### config.mk
export PLATFORM = sky130hd
export DESIGN_NAME = apb_master
export DESIGN_NICKNAME = d
export VERILOG_FILES = /design/src/rtl/apb_master.sv
export SDC_FILE = /design/constraint.sdc
export NUM_CORES = 1
export LEC_CHECK = 0
export CORE_ASPECT_RATIO = 1.2
export CORE_MARGIN = 2
export CORE_UTILIZATION = 37
export DETAILED_ROUTE_END_ITERATION = 10
export GPL_ROUTABILITY_DRIVEN = 0
export PLACE_DENSITY = 0.77
export SYNTH_ARGS = -nofsm -noshare
export SYNTH_HDL_FRONTEND = slang
export SYNTH_SLANG_ARGS = --single-unit
export TNS_END_PERCENT = 100
### constraint.sdc
create_clock -name PCLK -period 1.7 [get_ports PCLK]
set_clock_uncertainty 0.05 [all_clocks]
set_input_delay 0.34 -clock PCLK [delete_from_list [all_inputs] [get_ports PCLK]]
set_output_delay 0.34 -clock PCLK [all_outputs]
set_load 0.03 [all_outputs]
### src/rtl/apb_master.sv
// ============================================================================
// Module      : apb_master
// Description : APB3 requester. Runs one command at a time through SETUP and
//               ACCESS, then returns the read data and error status.
// Revision    : 1.0 - initial release
// ============================================================================
`timescale 1ns/1ps
`default_nettype none

module apb_master #(
  parameter int ADDR_WIDTH     = 32,
  parameter int DATA_WIDTH     = 32,
  parameter int TIMEOUT_CYCLES = 16
) (
  input  logic                  PCLK,
  input  logic                  PRESETn,
  // command port
  input  logic                  cmd_valid,
  output logic                  cmd_ready,
  input  logic                  cmd_write,
  input  logic [ADDR_WIDTH-1:0] cmd_addr,
  input  logic [DATA_WIDTH-1:0] cmd_wdata,
  // response port
  output logic                  rsp_valid,
  input  logic                  rsp_ready,
  output logic [DATA_WIDTH-1:0] rsp_rdata,
  output logic                  rsp_error,
  output logic                  rsp_timeout,
  // APB requester
  output logic                  PSELx,
  output logic                  PENABLE,
  output logic                  PWRITE,
  output logic [ADDR_WIDTH-1:0] PADDR,
  output logic [DATA_WIDTH-1:0] PWDATA,
  input  logic [DATA_WIDTH-1:0] PRDATA,
  input  logic                  PREADY,
  input  logic                  PSLVERR
);

  // A zero timeout still needs a legal (1-bit) counter.
  localparam int c_CNT_W = (TIMEOUT_CYCLES == 0) ? 1 : $clog2(TIMEOUT_CYCLES + 1);
  localparam logic [c_CNT_W-1:0] c_CNT_MAX = '1;
  localparam logic [c_CNT_W-1:0] c_TIMEOUT = c_CNT_W'(TIMEOUT_CYCLES);
  localparam bit c_TIMEOUT_EN = (TIMEOUT_CYCLES != 0);

  typedef enum logic [1:0] {
    S_IDLE   = 2'd0,
    S_SETUP  = 2'd1,
    S_ACCESS = 2'd2,
    S_RESP   = 2'd3
  } state_t;

  state_t                r_state,      w_state_nxt;
  logic                  r_psel,       w_psel_nxt;
  logic                  r_penable,    w_penable_nxt;
  logic                  r_pwrite,     w_pwrite_nxt;
  logic [ADDR_WIDTH-1:0] r_paddr,      w_paddr_nxt;
  logic [DATA_WIDTH-1:0] r_pwdata,     w_pwdata_nxt;
  logic                  r_rsp_valid,  w_rsp_valid_nxt;
  logic [DATA_WIDTH-1:0] r_rsp_rdata,  w_rsp_rdata_nxt;
  logic                  r_rsp_error,  w_rsp_error_nxt;
  logic                  r_rsp_tout,   w_rsp_tout_nxt;
  logic [c_CNT_W-1:0]    r_wait_cnt,   w_wait_cnt_nxt;
  logic [c_CNT_W-1:0]    w_wait_inc;

  // Saturating increment so an unlimited wait never wraps the counter.
  assign w_wait_inc = (r_wait_cnt == c_CNT_MAX) ? r_wait_cnt : r_wait_cnt + c_CNT_W'(1);

  always_ff @(posedge PCLK or negedge PRESETn) begin
    if (!PRESETn) begin
      r_state     <= S_IDLE;
      r_psel      <= 1'b0;
      r_penable   <= 1'b0;
      r_pwrite    <= 1'b0;
      r_paddr     <= '0;
      r_pwdata    <= '0;
      r_rsp_valid <= 1'b0;
      r_rsp_rdata <= '0;
      r_rsp_error <= 1'b0;
      r_rsp_tout  <= 1'b0;
      r_wait_cnt  <= '0;
    end else begin
      r_state     <= w_state_nxt;
      r_psel      <= w_psel_nxt;
      r_penable   <= w_penable_nxt;
      r_pwrite    <= w_pwrite_nxt;
      r_paddr     <= w_paddr_nxt;
      r_pwdata    <= w_pwdata_nxt;
      r_rsp_valid <= w_rsp_valid_nxt;
      r_rsp_rdata <= w_rsp_rdata_nxt;
      r_rsp_error <= w_rsp_error_nxt;
      r_rsp_tout  <= w_rsp_tout_nxt;
      r_wait_cnt  <= w_wait_cnt_nxt;
    end
  end

  always_comb begin
    w_state_nxt     = r_state;
    w_psel_nxt      = r_psel;
    w_penable_nxt   = r_penable;
    w_pwrite_nxt    = r_pwrite;
    w_paddr_nxt     = r_paddr;
    w_pwdata_nxt    = r_pwdata;
    w_rsp_valid_nxt = r_rsp_valid;
    w_rsp_rdata_nxt = r_rsp_rdata;
    w_rsp_error_nxt = r_rsp_error;
    w_rsp_tout_nxt  = r_rsp_tout;
    w_wait_cnt_nxt  = r_wait_cnt;

    case (r_state)
      S_IDLE: begin
        if (cmd_valid) begin
          w_pwrite_nxt  = cmd_write;
          w_paddr_nxt   = cmd_addr;
          w_pwdata_nxt  = cmd_wdata;
          w_psel_nxt    = 1'b1;
          w_penable_nxt = 1'b0;
          w_state_nxt   = S_SETUP;
        end
      end
      S_SETUP: begin
        w_penable_nxt  = 1'b1;
        w_wait_cnt_nxt = '0;
        w_state_nxt    = S_ACCESS;
      end
      S_ACCESS: begin
        if (PREADY) begin
          w_rsp_rdata_nxt = r_pwrite ? '0 : PRDATA;
          w_rsp_error_nxt = PSLVERR;
          w_rsp_tout_nxt  = 1'b0;
          w_psel_nxt      = 1'b0;
          w_penable_nxt   = 1'b0;
          w_rsp_valid_nxt = 1'b1;
          w_state_nxt     = S_RESP;
        end else begin
          w_wait_cnt_nxt = w_wait_inc;
          if (c_TIMEOUT_EN && (w_wait_inc == c_TIMEOUT)) begin
            w_rsp_rdata_nxt = '0;
            w_rsp_error_nxt = 1'b1;
            w_rsp_tout_nxt  = 1'b1;
            w_psel_nxt      = 1'b0;
            w_penable_nxt   = 1'b0;
            w_rsp_valid_nxt = 1'b1;
            w_state_nxt     = S_RESP;
          end
        end
      end
      S_RESP: begin
        if (rsp_ready) begin
          w_rsp_valid_nxt = 1'b0;
          w_state_nxt     = S_IDLE;
        end
      end
      default: w_state_nxt = S_IDLE;
    endcase
  end

  assign cmd_ready   = (r_state == S_IDLE);
  assign PSELx       = r_psel;
  assign PENABLE     = r_penable;
  assign PWRITE      = r_pwrite;
  assign PADDR       = r_paddr;
  assign PWDATA      = r_pwdata;
  assign rsp_valid   = r_rsp_valid;
  assign rsp_rdata   = r_rsp_rdata;
  assign rsp_error   = r_rsp_error;
  assign rsp_timeout = r_rsp_tout;

endmodule

`default_nettype wire

# Word-level counts from Yosys, hierarchy flattened
# Cells that the tools add are included.
[word_totals] out_inout_bits=103 latchBits=0 ramBits=0 romBits=0 regBits=109 in_bits=103 mem_count=0
[op_classes] shift=0 n_bitwise=0 addsub=1 eq_ne=9 n_reduce_logical=13 magnitude_cmp=0 multipliers=0 div_mod_pow=0 n_mux=23
[ops] operator="32-bit two-way mux" count=3
[ops] operator="3-bit AND reduction" count=4
[ops] operator="5-bit == test, second input constant" count=2
[ops] operator="5-bit two-way mux" count=2
[ops] operator="5-bit one-hot mux with 2 select lines" count=1
[ops] operator="1-bit two-way mux" count=9
[ops] operator="2-bit two-way mux" count=4
[ops] operator="2-bit one-hot mux with 4 select lines" count=1
[ops] operator="2-bit nonzero test" count=4
[ops] operator="2-bit != test, second input constant" count=3
[ops] operator="2-bit AND reduction" count=3
[ops] operator="5-bit by 1-bit adder with 5-bit output, second input constant" count=1
[ops] operator="2-bit == test, second input constant" count=2
[ops] operator="1-bit one-hot mux with 2 select lines" count=2
[ops] operator="3-bit != test, second input constant" count=1
[ops] operator="1-bit one-hot mux with 3 select lines" count=1
[ops] operator="3-bit nonzero test" count=1
[ops] operator="2-bit by 1-bit == test with 1-bit output, second input constant" count=1
[ops] operator="2-bit zero test" count=1

# Longest topological paths before layout
[depth] word_depth=6 ltp_mapped=8

# Worst setup path after synthesis
# OpenSTA, ideal clock, no wires.
[synth_timing] path_kind="reg-to-reg" start="register r_state[0]" end="register r_paddr[10] (netlist: PADDR[10])" setup_time_ps=125 slack_ps=-271 required_ps=1525 path_stages_with_launch=7 arrival_ps=1797 synth_period_minus_slack_ps=1971 path_buffers=2 cell_sequence="dfrtp_1 -> inv_1 -> ha_1 -> nand2_1 -> clkbuf_1 -> buf_2 -> mux2_2"
[synth_via] elab_chain_len=2
[synth_rtl] item="from (decl)" line_no="53" rtl="state_t r_state, w_state_nxt;"
[synth_rtl] item="from (signal assigned)" line_no="83" rtl="r_state <= w_state_nxt;"
[synth_rtl] item="2-bit zero test"
[synth_rtl] item="via cmd_ready" line_no="19" rtl="output logic cmd_ready,"
[synth_rtl] item="2-bit AND reduction (no source line)"
[synth_rtl] item="to (signal assigned)" line_no="87" rtl="r_paddr <= w_paddr_nxt;"
[synth_rtl] item="to (decl)" line_no="57" rtl="logic [ADDR_WIDTH-1:0] r_paddr, w_paddr_nxt;"
# The timed path passes the listed nets, and every way through them passes these cells.
# A chain may end at the register's enable or synchronous reset.

# Final worst setup path
[layout_timing] start="register r_wait_cnt[1]" end="register r_rsp_valid (netlist: rsp_valid)"
[layout_via] elab_chain_len=5 elab_cells_between_ends=6 cone_classes="add/sub (1); eq/ne (3); mux (1); reduce/logical (1)"
[layout_rtl] item="from (decl)" line_no="63" rtl="logic [c_CNT_W-1:0] r_wait_cnt, w_wait_cnt_nxt;"
[layout_rtl] item="from (signal assigned)" line_no="93" rtl="r_wait_cnt <= w_wait_cnt_nxt;"
[layout_rtl] item="5-bit by 1-bit adder with 5-bit output / 5-bit == test (equally long branches)" line_no="67" rtl="assign w_wait_inc = (r_wait_cnt == c_CNT_MAX) ? r_wait_cnt : r_wait_cnt + c_CNT_W'(1);"
[layout_rtl] item="5-bit two-way mux (*)" line_no="67"
[layout_rtl] item="5-bit == test (*)" line_no="137" rtl="if (c_TIMEOUT_EN && (w_wait_inc == c_TIMEOUT)) begin"
[layout_rtl] item="3-bit != test (no source line) (*)"
[layout_rtl] item="3-bit AND reduction (no source line) (*)"
[layout_rtl] item="to (signal assigned)" line_no="89" rtl="r_rsp_valid <= w_rsp_valid_nxt;"
[layout_rtl] item="to (decl)" line_no="59" rtl="logic r_rsp_valid, w_rsp_valid_nxt;"
# Every way passes the cells marked *; elsewhere a longest branch is shown, timed or not.

==> results.toml <==
[synthesis]
synth-warning-count = 0
yosysSeqAreaShare_pct = 63.43
ys_ff_latch = 109
dominantRegCellSynth = "dfrtp_1"
async_flop_share_pct = 100.0
synth.most_common_cell = "dfrtp_1"
avgSynthCellArea_um2 = 14.63
syn_inst = 294
synth_edf_count = 0
synth_area_leaders = "dfrtp_1 (63%), mux2_2 (17%), a22o_1 (6.5%)"
syn_area_mm2 = 0.004300
yosysUniqueCellTypes = 34
synth_nets = 402
synth_top_area_share_pct = 63.43
synth_commonest_cells = "dfrtp_1 (109), mux2_2 (66), a22o_1 (32)"
yosysTopAreaCell = "dfrtp_1"

[floorplanning]
ioPinCount = 206
dieArea_mm2 = 0.01250
fp.dieW_um = 102.4
coreArea_mm2 = 0.01146
rows = 43
initial_core_util_pct = 37.53
die_h_um = 122.1

[critical_path]
worstSetupStartpointType = "flip-flop"
crit_arrival_ns = 2.10
critPathMaxFanout = 5
worstPathRequired_ns = 1.88
worstSetupPathType = "flip-flop to flip-flop"
crit_path_end_kind = "flip-flop"

[clocking]
cts_root_buf = "clkbuf_16"
clk_pin_slew_ns = 0.07
clk_latency_ns = 0.35
htree_levels = 3
clock-sinks = 109
cts.path.max_buffers = 2
cts_made_buffers = 9
cts_tree = "built"

[global_routing]
grt_pass1_wl_um = 18250
grt-ovfl-total = 0
grt_max_degree = 58
grt_use_total_pct = 19.34
grt_pass1_vias = 3574
antenna_found_initial = 0

[detailed_routing]
avgViaCountPerCell = 4.927
drtAntennaViolNets = 0
post_drt_wl_per_cell_um = 17.89
drt_wl_total_um = 12290
drcViolationCount = 0
vias = 3385
first_pass_iters = 4
first_iter_violations = 144

[timing]
slew_viol_final = 0
setup_ws_ns = -0.2211
hold_viol_final = 0
worst_pin_slew_ns = 0.3988
relSlewSlack_pct = 73.42
setup_viol = 40
rsz0062_at_grt = "true"
clock.fmax_ghz = 0.5205
fin_crit_sh_pct = 113.0
period_minus_slack_ns = 1.921
fin_tns_setup_ns = -6.305

[pwr]
p_total_mw = 13.69
p_per_area_mw_per_mm2 = 1931
p_leak_nw = 3.329
ir_drop_uv = 1089

[final_layout]
syn_to_final_growth_pct = 64.82
utilization_pct = 61.85
drive_gt1_share_pct = 25.09
antenna_cells = 0
final_nets = 633

[run_status]
violations = "setup timing"
status = "complete, but fails checks"

[placement]
numPortBuffers = 205
hpwl_um = 8587

[run]
drv_cap = 0

[min_path]
min_path_type = "input port to async pin"
## worst max-delay path, cell delays in order, from the launching register on
cell,delay (ns)
dfrtp_1,0.39
ha_4,0.18
nand4_1,0.16
mux2i_1,0.18
o211a_4,0.18
buf_6,0.13
or2_1,0.23
a221o_1,0.30
## metrics by stage
step           hold WS (ns)  area, um^2  instances  setup WS [ns]
6_report             0.4302        7088        687        -0.2211
5_1_grt              0.4591        7088        687        -0.2609
3_5_place_dp         0.2474        6700        661        -0.3883
2_1_floorplan     -0.005591        4350        294       -0.06351
4_1_cts              0.4374        7015        685        -0.1832
3_3_place_gp         0.2375        6700        661        -0.2820
## path summary, 6_finish.rpt
path | from | to | slack (ns) | cells after the start
setup / recovery | r_wait_cnt[1] | rsp_valid | -0.22 | 7
hold / removal | PRESETn | PADDR[11] | 0.43 | 2
setup reg to reg | r_wait_cnt[1] | rsp_valid | -0.22 | 7
hold reg to reg | rsp_rdata[4] | rsp_rdata[4] | 0.45 | 1
max in group asynchronous | PRESETn | PWDATA[9] | 0.55 | 3
min in group PCLK | rsp_rdata[4] | rsp_rdata[4] | 0.45 | 1
## state kept, by name (all words and copies together) (netlist names)
register     count
PWDATA          32
PENABLE          1
r_state          2
PSELx            1
PWRITE           1
rsp_valid        1
rsp_timeout      1
PADDR           32
rsp_error        1
rsp_rdata       32
r_wait_cnt       5
## logic make-up (layout without fill, tap and decap cells)
| group | after synthesis | in the layout | share of synthesized area, % |
|---|---|---|---|
| muxes | 68 | 68 | 17.75 |
| and+or+nand+nor | 33 | 33 | 3.783 |
| adders and majority gates | 5 | 5 | 1.455 |
| xor gates and xnor gates | 1 | 1 | 0.2037 |
| DFF | 109 | 109 | 63.43 |
| AOI/OAI and AO/OA | 57 | 58 | 10.85 |
| buffers and inverters | 21 | 256 | 2.531 |
## report_power, final
part	total, mW	switching [mW]	internal, mW
registers	4.45	0.623	3.83
clock network	2.07	0.979	1.09
logic	7.17	4.20	2.97
## final cells by class
| cell class | count | area, um^2 |
|---|---|---|
| clock inverters | 5 | 40.04 |
| inverters | 6 | 22.52 |
| multi-input cells | 165 | 1567 |
| well taps | 157 | 196.4 |
| fillers | 948 | 4372 |
| repair buffers | 234 | 2281 |
| flip-flops and latches | 109 | 2729 |
| clock buffers | 11 | 252.7 |
## per-layer routing
metal	wire [um]	part of all wire, %	up-vias	track usage, %
met3	772	6.3	30	5.164
met1	4554	37	1678	21.22
met5	0	0	-	0
met4	407	3.3	0	9.333
li1	-	-	1538	-
met2	6555	53	139	34.21
## what timing repair did
item | in CTS | in global routing
hold endpoints to repair | 24 | 0
gates resized for setup | 112 | 7
pin swaps | 5 | 2
hold buffers | 1 | 0
setup buffers | 6 | 1
gates cloned | 1 | 2
endpoints found under the setup margin | 144 | 71
## placed cells by master (no fill, tap or decap), types with 2 or more instances in the layout
master	netlist	routed
nor3_1	2	2
inv_1	5	4
or2_1	2	2
ha_1	5	3
clkdlybuf4s50_1	0	101
a31o_2	2	2
a21oi_2	0	5
mux2i_1	2	2
buf_4	0	16
inv_6	0	3
nor2b_1	3	2
nor2_1	13	12
ha_4	0	2
clkbuf_16	0	11
o21ai_4	1	2
and4_1	2	2
a22o_1	32	32
a21oi_1	13	8
dlygate4sd2_1	0	102
clkbuf_8	0	2
nand2_1	6	5
buf_6	3	5
mux2_2	66	65
dfrtp_1	109	108
buf_12	0	7
Note: power is estimated with default switching activity, not from simulation.
